$ cat src/rtl/rk4_clk_ctrl.sv
// Clock-source sequencing controller for the RK4 ring-oscillator generator.
// Optional frequency measurement is enabled by defining RK4_CLK_CTRL_FMEAS_EN.
module rk4_clk_ctrl #(
  parameter int          SETTLE_CYCLES  = 16,
  parameter int          LOCK_EDGES     = 4,
  parameter int          TIMEOUT_CYCLES = 1024,
  parameter logic [1:0]  FALLBACK_SEL   = 2'b11
`ifdef RK4_CLK_CTRL_FMEAS_EN
  , parameter int        CNT_W          = 16,
  parameter int          WINDOW         = 4096
`endif
) (
  input  logic       clk,
  input  logic       rst,
  input  logic       req_valid,
  input  logic [1:0] req_sel,
  output logic       req_ready,
  output logic       osc_en,
  output logic [1:0] osc_sel,
  output logic       div_rst,
  input  logic       clk_div,
  output logic       locked,
  output logic [1:0] cur_sel,
  output logic       done,
  output logic       fault
`ifdef RK4_CLK_CTRL_FMEAS_EN
  , output logic [CNT_W-1:0] meas_count,
  output logic       meas_valid
`endif
);

  localparam int TW = $clog2(TIMEOUT_CYCLES + 1);
  localparam int SW = $clog2(SETTLE_CYCLES + 1);
  localparam int EW = $clog2(LOCK_EDGES + 1);
  localparam logic [TW-1:0] TMO_LAST    = TW'(TIMEOUT_CYCLES - 1);
  localparam logic [SW-1:0] SETTLE_LAST = SW'(SETTLE_CYCLES - 1);
  localparam logic [EW-1:0] EDGE_LAST   = EW'(LOCK_EDGES - 1);

  typedef enum logic [2:0] {IDLE, QUIESCE, SWITCH, SETTLE, CHECK, LOCKED} state_t;
  state_t state, state_nx;

  logic [1:0]    target;
  logic          fb;
  logic [SW-1:0] settle_cnt;
  logic [TW-1:0] tmo_cnt;
  logic [EW-1:0] edge_cnt;
  logic [2:0]    sync;
  logic          rise, accept, lock_hit, tmo_hit;

  // sync[1:0] is the synchronizer, sync[2] holds the previous sample for edge detect
  assign rise     = sync[1] & ~sync[2];
  assign accept   = req_valid & req_ready;
  assign lock_hit = rise && (edge_cnt == EDGE_LAST);
  assign tmo_hit  = (tmo_cnt == TMO_LAST);
  assign cur_sel  = osc_sel;

  always_ff @(posedge clk) begin
    if (rst) state <= IDLE;
    else     state <= state_nx;
  end

  always_comb begin
    state_nx  = state;
    req_ready = 1'b0;
    locked    = 1'b0;
    div_rst   = 1'b1;
    case (state)
      IDLE: begin
        req_ready = 1'b1;
        if (accept) state_nx = QUIESCE;
      end
      QUIESCE: state_nx = SWITCH;
      SWITCH:  state_nx = SETTLE;
      SETTLE:  if (settle_cnt == SETTLE_LAST) state_nx = CHECK;
      CHECK: begin
        div_rst = 1'b0;
        // lock takes priority over a coincident timeout
        if (lock_hit)     state_nx = LOCKED;
        else if (tmo_hit) state_nx = fb ? IDLE : QUIESCE;
      end
      LOCKED: begin
        req_ready = 1'b1;
        locked    = 1'b1;
        div_rst   = 1'b0;
        if (accept) state_nx = QUIESCE;
      end
      default: state_nx = IDLE;
    endcase
  end

  always_ff @(posedge clk) begin
    if (rst) begin
      sync       <= '0;
      target     <= 2'b11;
      fb         <= 1'b0;
      settle_cnt <= '0;
      tmo_cnt    <= '0;
      edge_cnt   <= '0;
      osc_sel    <= 2'b11;
      osc_en     <= 1'b0;
      done       <= 1'b0;
      fault      <= 1'b0;
    end else begin
      sync <= {sync[1:0], clk_div};
      done <= (state == CHECK) && (lock_hit || (tmo_hit && fb));
      if (accept) begin
        target <= req_sel;
        fb     <= 1'b0;
        fault  <= 1'b0;
      end
      if (state == SWITCH) begin
        osc_sel    <= target;
        osc_en     <= (target != 2'b11);
        settle_cnt <= '0;
      end
      if (state == SETTLE) begin
        settle_cnt <= settle_cnt + SW'(1);
        tmo_cnt    <= '0;
        edge_cnt   <= '0;
      end
      if (state == CHECK) begin
        tmo_cnt <= tmo_cnt + TW'(1);
        if (rise) edge_cnt <= edge_cnt + EW'(1);
        if (!lock_hit && tmo_hit && !fb) begin
          fault  <= 1'b1;
          target <= FALLBACK_SEL;
          fb     <= 1'b1;
        end
      end
    end
  end

`ifdef RK4_CLK_CTRL_FMEAS_EN
  localparam int WW = $clog2(WINDOW);
  localparam logic [WW-1:0] WIN_LAST = WW'(WINDOW - 1);

  logic [WW-1:0]    win_cnt;
  logic [CNT_W-1:0] acc, acc_inc;

  assign acc_inc = (rise && (acc != '1)) ? acc + CNT_W'(1) : acc;

  // window restarts whenever LOCKED is left; last result is held
  always_ff @(posedge clk) begin
    if (rst) begin
      win_cnt    <= '0;
      acc        <= '0;
      meas_count <= '0;
      meas_valid <= 1'b0;
    end else begin
      meas_valid <= 1'b0;
      if (state != LOCKED) begin
        win_cnt <= '0;
        acc     <= '0;
      end else if (win_cnt == WIN_LAST) begin
        win_cnt    <= '0;
        acc        <= '0;
        meas_count <= acc_inc;
        meas_valid <= 1'b1;
      end else begin
        win_cnt <= win_cnt + WW'(1);
        acc     <= acc_inc;
      end
    end
  end
`endif

endmodule

$ cat config.mk
export PLATFORM = sky130hd
export DESIGN_NAME = rk4_clk_ctrl
export DESIGN_NICKNAME = d
export VERILOG_FILES = /design/src/rtl/rk4_clk_ctrl.sv
export SDC_FILE = /design/constraint.sdc
export NUM_CORES = 1
export LEC_CHECK = 0
export BUFFER_PORTS_ARGS = -buffer_cell sky130_fd_sc_hd__buf_2
export CORE_UTILIZATION = 45
export CTS_CLUSTER_SIZE = 12
export DETAILED_ROUTE_END_ITERATION = 10
export GPL_ROUTABILITY_DRIVEN = 0
export GPL_TIMING_DRIVEN = 0
export PLACE_DENSITY = 0.66
export SLEW_MARGIN = 20
export SYNTH_ARGS = -nofsm -noshare
export SYNTH_HDL_FRONTEND = slang
export SYNTH_SLANG_ARGS = --single-unit
$ cat constraint.sdc
create_clock -name clk -period 1.85 [get_ports clk]
set_input_delay 0.37 -clock clk [delete_from_list [all_inputs] [get_ports clk]]
set_output_delay 0.37 -clock clk [all_outputs]
set_load 0.05 [all_outputs]
# Word-level counts from Yosys, hierarchy flattened
# Index checks and enable logic that the tools add are counted.
# W data, S select, Z words.
[op_classes]
n_addsub = 3
n_eq_ne = 12
mux = 25
n_bitwise = 3
n_reduce_logical = 14
[op_table]
columns = ["operator", "count"]
rows = [
  ["$mux W11", 2],
  ["$mux W3", 7],
  ["$pmux W3 S5", 1],
  ["$add A11 B1 Y11 const B", 1],
  ["$eq A11 B10 Y1 const B", 1],
  ["$mux W1", 10],
  ["$mux W5", 2],
  ["$eq A3 B2 Y1 const B", 3],
  ["$eq A3 B3 Y1 const B", 2],
  ["$mux W2", 3],
  ["$add A5 B1 Y5 const B", 1],
  ["$eq A5 B4 Y1 const B", 1],
  ["$logic_and A1 B1 Y1", 5],
  ["$ne A2 B2 Y1 const B", 2],
  ["$reduce_bool A2 Y1", 2],
  ["$reduce_or A2 Y1", 2],
  ["$add A3 B1 Y3 const B", 1],
  ["$eq A3 B1 Y1 const B", 1],
  ["$logic_not A3 Y1", 1],
  ["$ne A3 B3 Y1 const B", 1],
  ["$reduce_and A3 Y1", 1],
  ["$and A1 B1 Y1", 2],
  ["$logic_not A1 Y1", 2],
  ["$ne A2 B1 Y1 const B", 1],
  ["other kinds (2)", 2],
]
[word_totals]
reg_bits = 33
inputBits = 6
out_inout_bits = 10
word_cells = 68

# Longest topological paths before layout
# Gate-level depths: netlist of run 1.
[depth]
depth_word = 8
mapped_depth = 7
depth_no_buf = 7

# Worst setup path after synthesis of run 1
# Ideal clock, no wire load.
[synth_path]
kind = "reg-to-output"
startpoint = "register state[1]"
endpoint = "output port locked"
arrival_time_ns = 1.709
path_slack_ns = -0.229
path_stages_with_launch = 4
n_path_buf = 1
path_cell_list = "dfxtp_1 > clkbuf_1 > nand2b_1 > nor2_1"
[synth_via]
elab_chain_len = 2
[synth_rtl]
columns = ["element", "line_no", "text"]
rows = [
  ["from (decl)", "40", "state_t state, state_nx;"],
  ["from (signal assigned)", "59", "else state <= state_nx;"],
  ["$eq A3 B3 Y1", "67", "case (state)"],
  ["$mux W1", "67", ""],
  ["to (decl)", "22", "output logic locked,"],
]
# Every way passes these cells.

# Final worst setup path of run 1
[layout_path]
startpoint = "register tmo_cnt[3]"
endpoint = "register tmo_cnt[10]"
[layout_via]
elab_chain_len = 2
[layout_rtl]
columns = ["element", "line_no", "text"]
rows = [
  ["from (decl)", "45", "logic [TW-1:0] tmo_cnt;"],
  ["from (signal assigned)", "122", "tmo_cnt <= tmo_cnt + TW'(1);"],
  ["$add A11 B1 Y11", "122", ""],
  ["$mux W11", "121", "if (state == CHECK) begin"],
]
# Every way passes these cells.
# A chain may end at the register's enable or synchronous reset.

==> qor.json, run 1 <==
{
  "finish": {
    "drive_gt1_share_pct": 19.2,
    "insertedDiodeCount": 0,
    "design.final.nets": 218,
    "postLayoutCoreUtil_pct": 54.5,
    "fillerInstances": 368,
    "most_common_cell_after_layout_fill_and_taps_aside": "sky130_fd_sc_hd__dfxtp_1",
    "most-common-layout-cells": "sky130_fd_sc_hd__dfxtp_1 (33), sky130_fd_sc_hd__nor2_1 (23), sky130_fd_sc_hd__a21oi_1 (16)",
    "syn2layout_area_growth_pct": 15.7,
    "post_layout_nonfiller_instances": 254
  },
  "route": {
    "drt_first_pass_iters": 4,
    "drt_iter0_markers": 58,
    "drt-wirelength-per-cell_um": 13.3,
    "avgViaCountPerCell": 5.51,
    "final_antenna_violating_net_count": 0,
    "total_detailed_routing_wirelength_um": 3370,
    "drc": 0,
    "vias": 1400
  },
  "global_route": {
    "number_of_global_route_vias_before_repair": 1189,
    "total_routing_usage_reported_by_global_routing_pct": 19.5,
    "grt_overflow": 0,
    "pin_count_of_the_biggest_net_entering_global_routing": 11,
    "grt_antenna_before_repair": 0,
    "grt_first_pass_wirelength_um": 5280
  },
  "timing": {
    "rsz_0062_raised_after_global_routing": "false",
    "timing.fmax_mhz": 567,
    "worst_slew_margin_rel_pct": 58.6,
    "final.setup_skew_ns": 0.00956,
    "final_critical_path_setup_slack_ns": 0.0862,
    "finalHoldViolCount": 0,
    "final-max-slew-violation-count": 0,
    "fin_crit_ns": 1.76,
    "setup-violations-final": 0,
    "setup-tns-final_ns": 0,
    "worst_tran_pin_value_ns": 0.619,
    "finalCritPeriodShare_pct": 95.3,
    "hold_slack_final_ns": 0.246
  },
  "logic_synthesis": {
    "synth.lib_cells_used.distinct": 45,
    "synth.net_count": 195,
    "postSynthCellCount": 184,
    "syn-mean-instance-area_um2": 8.62,
    "compound_gate_portion_of_the_synthesized_area_pct": 16.9,
    "yosys.area.top_type_share_pct": 41.7,
    "synthSimpleGateAreaFrac_pct": 28.3,
    "synth_top_flop_cell": "sky130_fd_sc_hd__dfxtp_1",
    "synth-warning-count": 0,
    "mappedNetlistArea_um2": 1590,
    "synth.area.top_cells": "sky130_fd_sc_hd__dfxtp_1 (42%), sky130_fd_sc_hd__nor2_1 (5.7%), sky130_fd_sc_hd__a21oi_1 (5.1%), sky130_fd_sc_hd__ha_1 (3.9%), sky130_fd_sc_hd__nand2_1 (2.8%)",
    "synth-seq-cells": 33,
    "synth_mux_area_share_pct": 3.31,
    "number_of_flops_mapped_to_enable_cells_by_yosys": 0,
    "post_synth_fa_ha_maj_area_fraction_pct": 3.95,
    "netlist.top_cell.by_area": "sky130_fd_sc_hd__dfxtp_1",
    "seq_total_area_yosys_pct": 41.7,
    "combinational_family_with_the_most_area_after_synthesis": "simple AND/OR/NAND/NOR gates",
    "synthXorXnorAreaFrac_pct": 0.552,
    "async_reset_ff_share_pct": 0
  },
  "setup_path": {
    "end_kind": "flip-flop",
    "critPathKind": "flip-flop to flip-flop",
    "worst_r2r_path_depth": 4,
    "rr_endpoint": "tmo_cnt[10]$_SDFFE_PP0P_",
    "setup_slack_of_the_worst_register_to_register_path_ns": 0.09,
    "timing.rr.start": "tmo_cnt[3]$_SDFFE_PP0P_",
    "cp-start-kind": "flip-flop",
    "cp_data_arrival_time_ns": 2.04,
    "cp_data_required_time_ns": 2.13,
    "crit_fanout": 7
  },
  "floorplanning": {
    "initial_core_util_pct": 47.1,
    "num_io_pins": 16,
    "die_w_um": 61.4,
    "floorplan.die_area_um2": 3760,
    "die_height_um": 61.4,
    "core_um2": 3360,
    "rows": 21
  },
  "worst_hold_path": {
    "worstHoldStart": "req_sel[0]",
    "holdPathStages": 3,
    "worst_hold_endpoint": "target[0]$_SDFF_PP1_",
    "min-delay-path-class": "primary input to flip-flop"
  },
  "cts": {
    "cts_tree": "done",
    "num_cts_buffers": 5,
    "cts_num_sinks": 33,
    "clockRootBuffer": "sky130_fd_sc_hd__clkbuf_4",
    "cts_max_level": 2,
    "clock_latency_ns": 0.34,
    "clk_pin_slew_ns": 0.10,
    "max-clock-path-buffers": 2
  },
  "placement": {
    "place.detailed.instances": 244,
    "hpwl_um": 2410,
    "portBuffers": 14,
    "place_ws_ns": 0.00928
  },
  "job": {
    "maximum_capacitance_violations": 0
  },
  "pwr": {
    "worst_ir_drop_vdd_mv": 0.478,
    "power_leakage_nw": 0.665,
    "powerDensity_nw_per_um2": 1070
  },
  "run_status": {
    "status": "complete, no violations"
  }
}
## through the flow
stage / instance area, um^2 / power (mW)
floorplan: 1590 / 1.41
global placement: 1720 / 1.54
detailed placement: 1720 / 1.56
CTS: 1780 / 1.94
global route: 1830 / 2.08
finish: 1830 / 1.96
## cell type report
cell class              instances  area [um^2]  area share [%]
flip-flops and latches         33          661            36.0
multi-input cells             133          885            48.2
repair buffers                 17         97.6            5.32
inverters                       4         15.0           0.819
clock buffers                   8         48.8            2.66
well taps                      46         57.6            3.14
plain buffers                  13         70.1            3.82
## metal layers
metal  global-route usage, %  part of all wire (%)
met1                    24.3                    46
met2                    31.4                    49
met3                    5.04                   3.7
met4                    9.52                   1.7
met5                       0                     0
## worst max path at each step
stage	start	slack, ns	cells past startpoint	to
2_1_floorplan	state[1]$_SDFFE_PP0P_	0.11	3	locked
3_3_place_gp	state[0]$_SDFFE_PP0P_	0.06	6	tmo_cnt[9]$_SDFFE_PP0P_
3_5_place_dp	tmo_cnt[0]$_SDFFE_PP0P_	0.009	5	state[0]$_SDFFE_PP0P_
4_1_cts	state[1]$_SDFFE_PP0P_	0.02	3	div_rst
5_1_grt	state[2]$_SDFFE_PP0P_	0.005	5	tmo_cnt[8]$_SDFFE_PP0P_
6_report	tmo_cnt[3]$_SDFFE_PP0P_	0.09	4	tmo_cnt[10]$_SDFFE_PP0P_
## registers in the layout, indices dropped and copies added, names as in the netlist, 2 cells and up
| register | flops |
|---|---|
| cur_sel | 2 |
| sync | 3 |
| settle_cnt | 5 |
| state | 3 |
| target | 2 |
| tmo_cnt | 11 |
| edge_cnt | 3 |
## cell usage after synthesis, types with 2 or more instances
library cell / instances
sky130_fd_sc_hd__nand2b_1: 4
sky130_fd_sc_hd__o41ai_1: 3
sky130_fd_sc_hd__and3_1: 2
sky130_fd_sc_hd__buf_4: 2
sky130_fd_sc_hd__nand2_1: 12
sky130_fd_sc_hd__a311oi_1: 5
sky130_fd_sc_hd__ha_1: 5
sky130_fd_sc_hd__nand3_1: 5
sky130_fd_sc_hd__mux2_2: 2
sky130_fd_sc_hd__o311ai_0: 2
sky130_fd_sc_hd__nor2b_1: 5
sky130_fd_sc_hd__or3_1: 2
sky130_fd_sc_hd__mux2i_1: 3
sky130_fd_sc_hd__dfxtp_1: 33
sky130_fd_sc_hd__o21ai_0: 5
sky130_fd_sc_hd__nand4b_1: 3
sky130_fd_sc_hd__a21oi_1: 16
sky130_fd_sc_hd__clkbuf_1: 9
sky130_fd_sc_hd__a211o_1: 2
sky130_fd_sc_hd__nor4_1: 2
sky130_fd_sc_hd__nand3b_1: 5
sky130_fd_sc_hd__inv_1: 4
sky130_fd_sc_hd__nor3_1: 6
sky130_fd_sc_hd__nor2_1: 24
sky130_fd_sc_hd__or4_1: 2
sky130_fd_sc_hd__and3b_1: 2
## kinds of logic (layout without fill, tap and decap cells)
logic type,count (synthesis),after routing
AO/OA/AOI/OAI,40,40
XOR/XNOR,1,1
adder cells (fa/ha/maj),5,5
buffers and inverters,18,42
flip-flops,33,33
multiplexers,5,5
AND/OR/NAND/NOR,82,82
## timing repair
item	in CTS	in global routing
buffers inserted	0	3
endpoints found under the setup margin	3	13
hold buffers	0	0
resized for setup	2	15
pin swaps	0	1
## power by group
| group | internal, mW | total (mW) | switching (mW) |
|---|---|---|---|
| clock network | 0.151 | 0.387 | 0.236 |
| registers | 0.772 | 0.817 | 0.0454 |
| logic | 0.242 | 0.751 | 0.509 |
| total | 1.17 | 1.96 | 0.790 |
## critical path, cell delays in order, from the launching register on
cell,delay (ns)
sky130_fd_sc_hd__dfxtp_1,0.44
sky130_fd_sc_hd__nand4_1,0.25
sky130_fd_sc_hd__or2_2,0.40
sky130_fd_sc_hd__or4_1,0.48
sky130_fd_sc_hd__a21oi_1,0.14
Power figures use the tool's default switching activity.
==> inputs of run 2 (changes only) <==
--- a/config.mk
+++ b/config.mk
@@ -5,13 +5,15 @@
 export SDC_FILE = /design/constraint.sdc
 export NUM_CORES = 1
 export LEC_CHECK = 0
+export ABC_AREA = 1
 export BUFFER_PORTS_ARGS = -buffer_cell sky130_fd_sc_hd__buf_2
 export CORE_UTILIZATION = 45
 export CTS_CLUSTER_SIZE = 12
 export DETAILED_ROUTE_END_ITERATION = 10
 export GPL_ROUTABILITY_DRIVEN = 0
 export GPL_TIMING_DRIVEN = 0
-export PLACE_DENSITY = 0.66
+export HOLD_SLACK_MARGIN = 0.05
+export PLACE_DENSITY = 0.7
 export SLEW_MARGIN = 20
 export SYNTH_ARGS = -nofsm -noshare
 export SYNTH_HDL_FRONTEND = slang
==> run 2 against run 1 <==
Synthesized cell count up 20%. Sequential power up 4.9%. Wire length down 14%. Utilization down 1.7 points. Final area down 3.9%. Setup slack better by 0.063 ns. Global-route usage down 0.59 points. Sequential share of layout area up 1.5 points. Combinational power up 25%. Critical path type is now flip-flop to primary output.
==> qor.json, run 2 <==
{
  "run_status": {
    "status": "complete, no violations"
  },
  "placement": {
    "portBuffers": {"value": 15, "change": "+1"},
    "hpwl": {"value": 2160, "unit": "um", "change": "-10%"}
  },
  "finish": {
    "postLayoutCoreUtil": {"value": 52.8, "unit": "%", "change": "-1.7 points"},
    "insertedDiodeCount": {"value": 0, "change": "unchanged"},
    "design.final.nets": {"value": 253, "change": "+16%"},
    "most_common_cell_after_layout_fill_and_taps_aside": "sky130_fd_sc_hd__nand2_1",
    "syn2layout_area_growth_pct": 11.9,
    "biggestRegsByFlops": "tmo_cnt: 11 flops, settle_cnt: 5 flops",
    "largest_register_ffs": {"value": 11, "change": "unchanged"},
    "top_register": "tmo_cnt",
    "most-common-layout-cells": "sky130_fd_sc_hd__nand2_1 (41), sky130_fd_sc_hd__dfxtp_1 (33), sky130_fd_sc_hd__inv_1 (30)",
    "drive_gt1_share": {"value": 17.4, "unit": "%", "change": "-1.9 points"}
  },
  "setup_path": {
    "cell_with_the_largest_stage_delay_on_the_worst_path": "sky130_fd_sc_hd__dfxtp_1",
    "maximum_cell_stage_delay_along_the_critical_path": {"value": 0.30, "unit": "ns", "change": "-0.18 ns"},
    "rr_endpoint": "state[2]$_SDFFE_PP0P_",
    "worst_r2r_path_depth": {"value": 10, "change": "+6"},
    "critical_path_cell_by_cell": "buf_4 > inv_1 > nand2_1 > nand2_1 > buf_2",
    "critical_path.top_delay_family": "buffers and inverters",
    "critPathKind": "flip-flop to primary output",
    "cp_data_required_time": {"value": 1.48, "unit": "ns", "change": "-0.65 ns"},
    "cp_data_arrival_time": {"value": 1.33, "unit": "ns", "change": "-0.71 ns"},
    "worst_path_most_repeated_cell": "sky130_fd_sc_hd__nand2_1",
    "cp-start-kind": "flip-flop",
    "end_kind": "primary output",
    "crit_fanout": {"value": 7, "change": "unchanged"},
    "setup_slack_of_the_worst_register_to_register_path": {"value": 0.30, "unit": "ns", "change": "+0.21 ns"},
    "cp.buffers_inverters": {"value": 3, "change": "+3"},
    "timing.rr.start": "settle_cnt[0]$_SDFFE_PP0P_"
  },
  "worst_hold_path": {
    "holdPathStages": {"value": 3, "change": "unchanged"},
    "worstHoldStart": "clk_div",
    "min-delay-path-class": "primary input to flip-flop",
    "worst_hold_endpoint": "sync[0]$_SDFF_PP0_"
  },
  "timing": {
    "setup-violations-final": {"value": 0, "change": "unchanged"},
    "setup-tns-final": {"value": 0, "unit": "ns", "change": "unchanged"},
    "finalCritPeriodShare": {"value": 91.9, "unit": "%", "change": "-3.4 points"},
    "timing.fmax": {"value": 588, "unit": "MHz", "change": "+3.7%"},
    "worst_tran_pin_value": {"value": 0.538, "unit": "ns", "change": "-0.0807 ns"},
    "rsz_0062_raised_after_global_routing": "false",
    "final-max-slew-violation-count": {"value": 0, "change": "unchanged"},
    "fin_crit": {"value": 1.70, "unit": "ns", "change": "-0.0628 ns"},
    "hold_slack_final": {"value": 0.247, "unit": "ns", "change": "+0.000527 ns"},
    "final.setup_skew": {"value": 0.00420, "unit": "ns", "change": "-0.00536 ns"},
    "worst_slew_margin_rel": {"value": 64.1, "unit": "%", "change": "+5.5 points"},
    "finalHoldViolCount": {"value": 0, "change": "unchanged"}
  },
  "logic_synthesis": {
    "synth.net_count": {"value": 231, "change": "+18%"},
    "synth-seq-cells": {"value": 33, "change": "unchanged"},
    "async_reset_ff_share": {"value": 0, "unit": "%", "change": "unchanged"},
    "number_of_flops_mapped_to_enable_cells_by_yosys": {"value": 0, "change": "unchanged"},
    "netlist.top_cell.by_area": "sky130_fd_sc_hd__dfxtp_1",
    "synth.area.top_cells": "sky130_fd_sc_hd__dfxtp_1 (42%), sky130_fd_sc_hd__nand2_1 (9.8%), sky130_fd_sc_hd__inv_1 (7.1%), sky130_fd_sc_hd__nor2_1 (6.4%), sky130_fd_sc_hd__a21oi_1 (5.7%)",
    "synth-warning-count": {"value": 0, "change": "unchanged"},
    "yosys-top-cells-count": "sky130_fd_sc_hd__nand2_1 (41), sky130_fd_sc_hd__dfxtp_1 (33), sky130_fd_sc_hd__inv_1 (30)",
    "yosys.area.top_type_share": {"value": 41.9, "unit": "%", "change": "+0.26 points"},
    "mappedNetlistArea": {"value": 1580, "unit": "um^2", "change": "-0.63%"},
    "syn-mean-instance-area": {"value": 7.16, "unit": "um^2", "change": "-17%"},
    "most_frequently_used_cell_type_in_the_post_synthesis_netlist": "sky130_fd_sc_hd__nand2_1",
    "synth_top_flop_cell": "sky130_fd_sc_hd__dfxtp_1",
    "seq_total_area_yosys": {"value": 41.9, "unit": "%", "change": "+0.26 points"},
    "synth.lib_cells_used.distinct": {"value": 28, "change": "-38%"},
    "postSynthCellCount": {"value": 220, "change": "+20%"}
  },
  "floorplanning": {
    "die_w": {"value": 61.2, "unit": "um", "change": "-0.31%"},
    "initial_core_util": {"value": 47.2, "unit": "%", "change": "+0.071 points"},
    "floorplan.die_area": {"value": 3740, "unit": "um^2", "change": "-0.62%"},
    "die_height": {"value": 61.2, "unit": "um", "change": "-0.31%"},
    "num_io_pins": {"value": 16, "change": "unchanged"},
    "core": {"value": 3340, "unit": "um^2", "change": "-0.78%"},
    "rows": {"value": 21, "change": "unchanged"}
  },
  "job": {
    "maximum_capacitance_violations": {"value": 0, "change": "unchanged"}
  },
  "global_route": {
    "globalRouteMet2Util": {"value": 28.1, "unit": "%", "change": "-3.3 points"},
    "grt_overflow": {"value": 0, "change": "unchanged"},
    "gr-max-usage-layer": "met2",
    "pin_count_of_the_biggest_net_entering_global_routing": {"value": 11, "change": "unchanged"},
    "grt_use_met3": {"value": 4.41, "unit": "%", "change": "-0.63 points"},
    "groute.layer.met1.usage": {"value": 25.3, "unit": "%", "change": "+0.97 points"},
    "number_of_global_route_vias_before_repair": {"value": 1166, "change": "-1.9%"},
    "grt_antenna_before_repair": {"value": 0, "change": "unchanged"},
    "grt_first_pass_wirelength": {"value": 5080, "unit": "um", "change": "-3.8%"},
    "total_routing_usage_reported_by_global_routing": {"value": 18.9, "unit": "%", "change": "-0.59 points"}
  },
  "route": {
    "total_detailed_routing_wirelength": {"value": 2900, "unit": "um", "change": "-14%"},
    "avgViaCountPerCell": {"value": 4.87, "change": "-12%"},
    "final_antenna_violating_net_count": {"value": 0, "change": "unchanged"},
    "drt_first_pass_iters": {"value": 4, "change": "unchanged"},
    "drt-wirelength-per-cell": {"value": 10.1, "unit": "um", "change": "-24%"},
    "vias": {"value": 1402, "change": "+0.14%"},
    "drt_iter0_markers": {"value": 72, "change": "+24%"},
    "drc": {"value": 0, "change": "unchanged"}
  },
  "pwr": {
    "worst_ir_drop_vdd": {"value": 0.517, "unit": "mV", "change": "+8.1%"},
    "powerDensity": {"value": 1240, "unit": "nW/um^2", "change": "+16%"},
    "power_leakage": {"value": 0.741, "unit": "nW", "change": "+11%"}
  },
  "cts": {
    "post_cts.repair.setup_buffers": {"value": 0, "change": "unchanged"},
    "clockRootBuffer": "sky130_fd_sc_hd__clkbuf_4",
    "max-clock-path-buffers": {"value": 2, "change": "unchanged"},
    "cts_num_sinks": {"value": 33, "change": "unchanged"},
    "post_cts_sizing_count": {"value": 0, "change": "-2"},
    "num_cts_buffers": {"value": 5, "change": "unchanged"},
    "cts_tree": "done",
    "cts_hold_repair.buffers": {"value": 0, "change": "unchanged"},
    "clock_latency": {"value": 0.32, "unit": "ns", "change": "-0.02 ns"},
    "cts_max_level": {"value": 2, "change": "unchanged"},
    "clk_pin_slew": {"value": 0.09, "unit": "ns", "change": "about the same"}
  }
}
## run 2: cell types whose count changed after synthesis, moves of 4 or more
cell and delta:
sky130_fd_sc_hd__nand2_1 +29, sky130_fd_sc_hd__clkbuf_1 -7, sky130_fd_sc_hd__nand3b_1 -5, sky130_fd_sc_hd__a311oi_1 -5, sky130_fd_sc_hd__o21ai_0 +7, sky130_fd_sc_hd__inv_1 +26, sky130_fd_sc_hd__nand2b_1 -4, sky130_fd_sc_hd__nor2b_1 -5
sky130_fd_sc_hd__inv_2 +5, sky130_fd_sc_hd__nand3_1 +6
## run 2: where the power goes
| part | switching (mW) | total (mW) | internal [mW] | leakage (nW) |
|---|---|---|---|---|
| combinational | 0.676 | 0.936 | 0.260 | 0.442 |
| clock | 0.216 | 0.395 | 0.179 | 0.0314 |
| sequential | 0.0587 | 0.857 | 0.798 | 0.268 |
| total | 0.950 | 2.19 | 1.24 | 0.741 |
## run 2: stage by stage
stage          cells  instance area (um^2)  power [mW]  setup WS (ns)
2_1_floorplan    220                  1580        1.62          0.400
3_3_place_gp     281                  1710        1.81          0.281
3_5_place_dp     281                  1710        1.81          0.277
4_1_cts          288                  1760        2.21          0.136
5_1_grt          288                  1760        2.37         0.0645
6_report         288                  1760        2.19          0.149
## run 2: worst min-delay path, delay by kind of cell
family	cells	cell delay [ns]
buffers and inverters	2	0.10
and+or+nand+nor	1	0.06
## run 2: cell type report
type                    instances  area [um^2]
repair buffers                 15         75.1
plain buffers                   8         47.5
multi-input cells             144          736
fillers                       343         1570
inverters                      35          131
well taps                      46         57.6
flip-flops and latches         33          661
clock buffers                   7         55.1
## run 2: kinds of logic after synthesis
kind of cell / after synthesis / share of synthesized area [%]
adders and majority gates: 5 / 3.97
buffers and inverters: 43 / 11.4
AOI/OAI and AO/OA: 43 / 15.9
and+or+nand+nor: 96 / 26.8
DFF: 33 / 41.9
## run 2: metal layers
metal	up-vias	wire [um]
met4	0	64
met2	35	1350
met1	603	1370
met5	-	0
met3	7	119
li1	757	-
## run 2: worst max-delay path by stage
stage | from | to | slack (ns) | cells past startpoint
2_1_floorplan | state[2]$_SDFFE_PP0P_ | state[0]$_SDFFE_PP0P_ | 0.40 | 7
3_3_place_gp | rst | fault$_SDFF_PP0_ | 0.28 | 4
3_5_place_dp | rst | sync[1]$_SDFF_PP0_ | 0.28 | 4
4_1_cts | state[2]$_SDFFE_PP0P_ | req_ready | 0.14 | 5
5_1_grt | state[2]$_SDFFE_PP0P_ | req_ready | 0.06 | 5
6_report | state[2]$_SDFFE_PP0P_ | req_ready | 0.15 | 5
==> inputs of run 3 (changes only) <==
--- a/config.mk
+++ b/config.mk
@@ -6,14 +6,14 @@
 export NUM_CORES = 1
 export LEC_CHECK = 0
 export ABC_AREA = 1
-export BUFFER_PORTS_ARGS = -buffer_cell sky130_fd_sc_hd__buf_2
 export CORE_UTILIZATION = 45
 export CTS_CLUSTER_SIZE = 12
 export DETAILED_ROUTE_END_ITERATION = 10
+export DONT_BUFFER_PORTS = 1
 export GPL_ROUTABILITY_DRIVEN = 0
 export GPL_TIMING_DRIVEN = 0
 export HOLD_SLACK_MARGIN = 0.05
-export PLACE_DENSITY = 0.7
+export PLACE_DENSITY = 0.66
 export SLEW_MARGIN = 20
 export SYNTH_ARGS = -nofsm -noshare
 export SYNTH_HDL_FRONTEND = slang
==> run 3 against run 2 <==
Wire length rose by 1.8%. Register-to-register slack got worse by 0.03 ns. Sequential share of layout area rose by 0.93 points. Critical path type unchanged. Combinational power fell by 13%. Non-clock buffer count fell by 15.
==> qor.json, run 3 (same netlist as run 2, synthesis figures left out) <==
{
  "cts": {
    "cts_hold_repair.buffers": {"value": 0, "change": "unchanged"},
    "post_cts.repair.setup_buffers": {"value": 0, "change": "unchanged"},
    "post_cts_sizing_count": {"value": 0, "change": "unchanged"},
    "cts_tree": "done",
    "cts_max_level": {"value": 2, "change": "unchanged"},
    "cts_num_sinks": {"value": 33, "change": "unchanged"},
    "clock_latency": {"value": 0.34, "unit": "ns", "change": "+0.02 ns"},
    "clk_pin_slew": {"value": 0.10, "unit": "ns", "change": "about the same"},
    "clockRootBuffer": "sky130_fd_sc_hd__clkbuf_4",
    "max-clock-path-buffers": {"value": 2, "change": "unchanged"},
    "num_cts_buffers": {"value": 5, "change": "unchanged"}
  },
  "setup_path": {
    "cp_data_required_time": {"value": 1.48, "unit": "ns", "change": "about the same"},
    "maximum_cell_stage_delay_along_the_critical_path": {"value": 0.37, "unit": "ns", "change": "+0.07 ns"},
    "critical_path.top_delay_family": "buffers and inverters",
    "cp.buffers_inverters": {"value": 2, "change": "-1"},
    "cp_data_arrival_time": {"value": 1.34, "unit": "ns", "change": "about the same"},
    "timing.rr.start": "settle_cnt[1]$_SDFFE_PP0P_",
    "critical_path_cell_by_cell": "buf_4 > nand3_1 > inv_1",
    "cp-start-kind": "flip-flop",
    "end_kind": "primary output",
    "critPathKind": "flip-flop to primary output",
    "crit_fanout": {"value": 7, "change": "unchanged"},
    "rr_endpoint": "state[0]$_SDFFE_PP0P_",
    "worst_r2r_path_depth": {"value": 10, "change": "unchanged"},
    "setup_slack_of_the_worst_register_to_register_path": {"value": 0.27, "unit": "ns", "change": "-0.03 ns"},
    "cell_with_the_largest_stage_delay_on_the_worst_path": "sky130_fd_sc_hd__inv_1"
  },
  "global_route": {
    "grt_first_pass_wirelength": {"value": 4810, "unit": "um", "change": "-5.3%"},
    "total_routing_usage_reported_by_global_routing": {"value": 18.1, "unit": "%", "change": "-0.79 points"},
    "pin_count_of_the_biggest_net_entering_global_routing": {"value": 11, "change": "unchanged"},
    "grt_overflow": {"value": 0, "change": "unchanged"},
    "grt_antenna_before_repair": {"value": 0, "change": "unchanged"},
    "number_of_global_route_vias_before_repair": {"value": 1087, "change": "-6.8%"}
  },
  "timing": {
    "worst_tran_pin_value": {"value": 0.529, "unit": "ns", "change": "-0.00971 ns"},
    "setup-violations-final": {"value": 0, "change": "unchanged"},
    "finalCritPeriodShare": {"value": 92.4, "unit": "%", "change": "+0.45 points"},
    "timing.fmax": {"value": 585, "unit": "MHz", "change": "-0.49%"},
    "rsz_0062_raised_after_global_routing": "false",
    "worst_slew_margin_rel": {"value": 64.7, "unit": "%", "change": "+0.60 points"},
    "final.setup_skew": {"value": 0.0145, "unit": "ns", "change": "+0.0103 ns"},
    "setup-tns-final": {"value": 0, "unit": "ns", "change": "unchanged"},
    "fin_crit": {"value": 1.71, "unit": "ns", "change": "+0.00832 ns"},
    "final-max-slew-violation-count": {"value": 0, "change": "unchanged"},
    "finalHoldViolCount": {"value": 0, "change": "unchanged"}
  },
  "route": {
    "vias": {"value": 1338, "change": "-4.6%"},
    "drt_iter0_markers": {"value": 134, "change": "+86%"},
    "drt_first_pass_iters": {"value": 4, "change": "unchanged"},
    "avgViaCountPerCell": {"value": 4.88, "change": "+0.31%"},
    "total_detailed_routing_wirelength": {"value": 2950, "unit": "um", "change": "+1.8%"},
    "drt-wirelength-per-cell": {"value": 10.8, "unit": "um", "change": "+7.0%"},
    "drc": {"value": 0, "change": "unchanged"},
    "final_antenna_violating_net_count": {"value": 0, "change": "unchanged"}
  },
  "worst_hold_path": {
    "worst_hold_endpoint": "sync[0]$_SDFF_PP0_",
    "min-delay-path-class": "primary input to flip-flop",
    "worstHoldStart": "clk_div",
    "holdPathStages": {"value": 2, "change": "-1"}
  },
  "finish": {
    "seqCellArea": {"value": 661, "unit": "um^2", "change": "unchanged"},
    "insertedDiodeCount": {"value": 0, "change": "unchanged"},
    "postLayoutCoreUtil": {"value": 51.6, "unit": "%", "change": "-1.3 points"},
    "syn2layout_area_growth_pct": 9.21,
    "top_register": "tmo_cnt",
    "fillerInstances": {"value": 366, "change": "+6.7%"},
    "most-common-layout-cells": "sky130_fd_sc_hd__nand2_1 (40), sky130_fd_sc_hd__dfxtp_1 (33), sky130_fd_sc_hd__inv_1 (30)",
    "drive_gt1_share": {"value": 12.7, "unit": "%", "change": "-4.6 points"},
    "biggestRegsByFlops": "tmo_cnt: 11 flops, settle_cnt: 5 flops",
    "design.final.nets": {"value": 238, "change": "-5.9%"},
    "largest_register_ffs": {"value": 11, "change": "unchanged"},
    "most_common_cell_after_layout_fill_and_taps_aside": "sky130_fd_sc_hd__nand2_1",
    "multi_input_area": {"value": 738, "unit": "um^2", "change": "+0.34%"}
  },
  "pwr": {
    "power_leakage": {"value": 0.697, "unit": "nW", "change": "-5.9%"},
    "powerDensity": {"value": 1340, "unit": "nW/um^2", "change": "+7.8%"},
    "p_total": {"value": 2.30, "unit": "mW", "change": "+5.2%"},
    "worst_ir_drop_vdd": {"value": 0.626, "unit": "mV", "change": "+21%"}
  },
  "floorplanning": {
    "floorplan.die_area": {"value": 3740, "unit": "um^2", "change": "unchanged"},
    "die_w": {"value": 61.2, "unit": "um", "change": "unchanged"},
    "num_io_pins": {"value": 16, "change": "unchanged"},
    "die_height": {"value": 61.2, "unit": "um", "change": "unchanged"},
    "initial_core_util": {"value": 47.2, "unit": "%", "change": "unchanged"},
    "rows": {"value": 21, "change": "unchanged"},
    "core": {"value": 3340, "unit": "um^2", "change": "unchanged"}
  },
  "placement": {
    "portBuffers": {"value": 0, "change": "-15"},
    "hpwl": {"value": 2110, "unit": "um", "change": "-2.2%"}
  },
  "job": {
    "maximum_capacitance_violations": {"value": 0, "change": "unchanged"}
  },
  "run_status": {
    "status": "complete, no violations"
  }
}
run 3: cell count changes in the layout (fill, tap and decap cells not counted):
| cell | before | now |
|---|---|---|
| sky130_fd_sc_hd__buf_2 | 17 | 2 |
| sky130_fd_sc_hd__bufinv_16 | 0 | 1 |
| sky130_fd_sc_hd__nand2_2 | 1 | 2 |
| sky130_fd_sc_hd__nand2_1 | 41 | 40 |
run 3: cell type report:
type / instances / share of cell area (%)
Buffer: 8 / 2.76
Clock buffer: 7 / 3.20
Clock inverter: 1 / 1.75
Inverter: 35 / 7.64
Multi-Input combinational cell: 144 / 42.9
Sequential cell: 33 / 38.4
Tap cell: 46 / 3.35
run 3: worst max path at each step:
stage | startpoint | endpoint | depth (start not counted)
floorplan | state[2]$_SDFFE_PP0P_ | state[0]$_SDFFE_PP0P_ | 7
global placement | state[2]$_SDFFE_PP0P_ | state[2]$_SDFFE_PP0P_ | 8
detailed placement | state[2]$_SDFFE_PP0P_ | state[2]$_SDFFE_PP0P_ | 8
CTS | state[2]$_SDFFE_PP0P_ | req_ready | 3
global route | state[2]$_SDFFE_PP0P_ | locked | 3
finish | state[2]$_SDFFE_PP0P_ | locked | 3
run 3: metrics by stage:
step / std cells / setup slack (ns) / hold slack, ns / instance area, um^2
6_report: 274 / 0.141 / 0.130 / 1720
2_1_floorplan: 220 / 0.400 / 0.388 / 1580
3_5_place_dp: 266 / 0.246 / 0.399 / 1630
5_1_grt: 274 / 0.0586 / 0.0952 / 1720
4_1_cts: 274 / 0.0783 / 0.111 / 1720
3_3_place_gp: 266 / 0.252 / 0.393 / 1630
run 3: power breakdown:
group / internal, mW / switching (mW)
Sequential: 0.798 / 0.129
Clock: 0.323 / 0.240
Combinational: 0.218 / 0.593
Total: 1.34 / 0.963
run 3: routing by layer:
layer	routed length (um)	part of all wire, %	global-route usage [%]	vias up
li1	-	-	-	727
met1	1460	50	22.4	585
met2	1330	45	28.1	18
met3	97	3.3	6.30	8
met4	66	2.2	8.77	0
met5	0	0	0	-
run 3: worst reg2reg max path: stages, from the launching register on:
cell,delay (ns)
sky130_fd_sc_hd__dfxtp_1,0.35
sky130_fd_sc_hd__ha_1,0.19
sky130_fd_sc_hd__inv_1,0.09
sky130_fd_sc_hd__nor3_1,0.06
sky130_fd_sc_hd__ha_1,0.17
sky130_fd_sc_hd__nor3_1,0.25
sky130_fd_sc_hd__a21oi_1,0.09
sky130_fd_sc_hd__nand2_1,0.14
sky130_fd_sc_hd__nand2_1,0.06
sky130_fd_sc_hd__nand2_1,0.06
sky130_fd_sc_hd__nor2_1,0.04
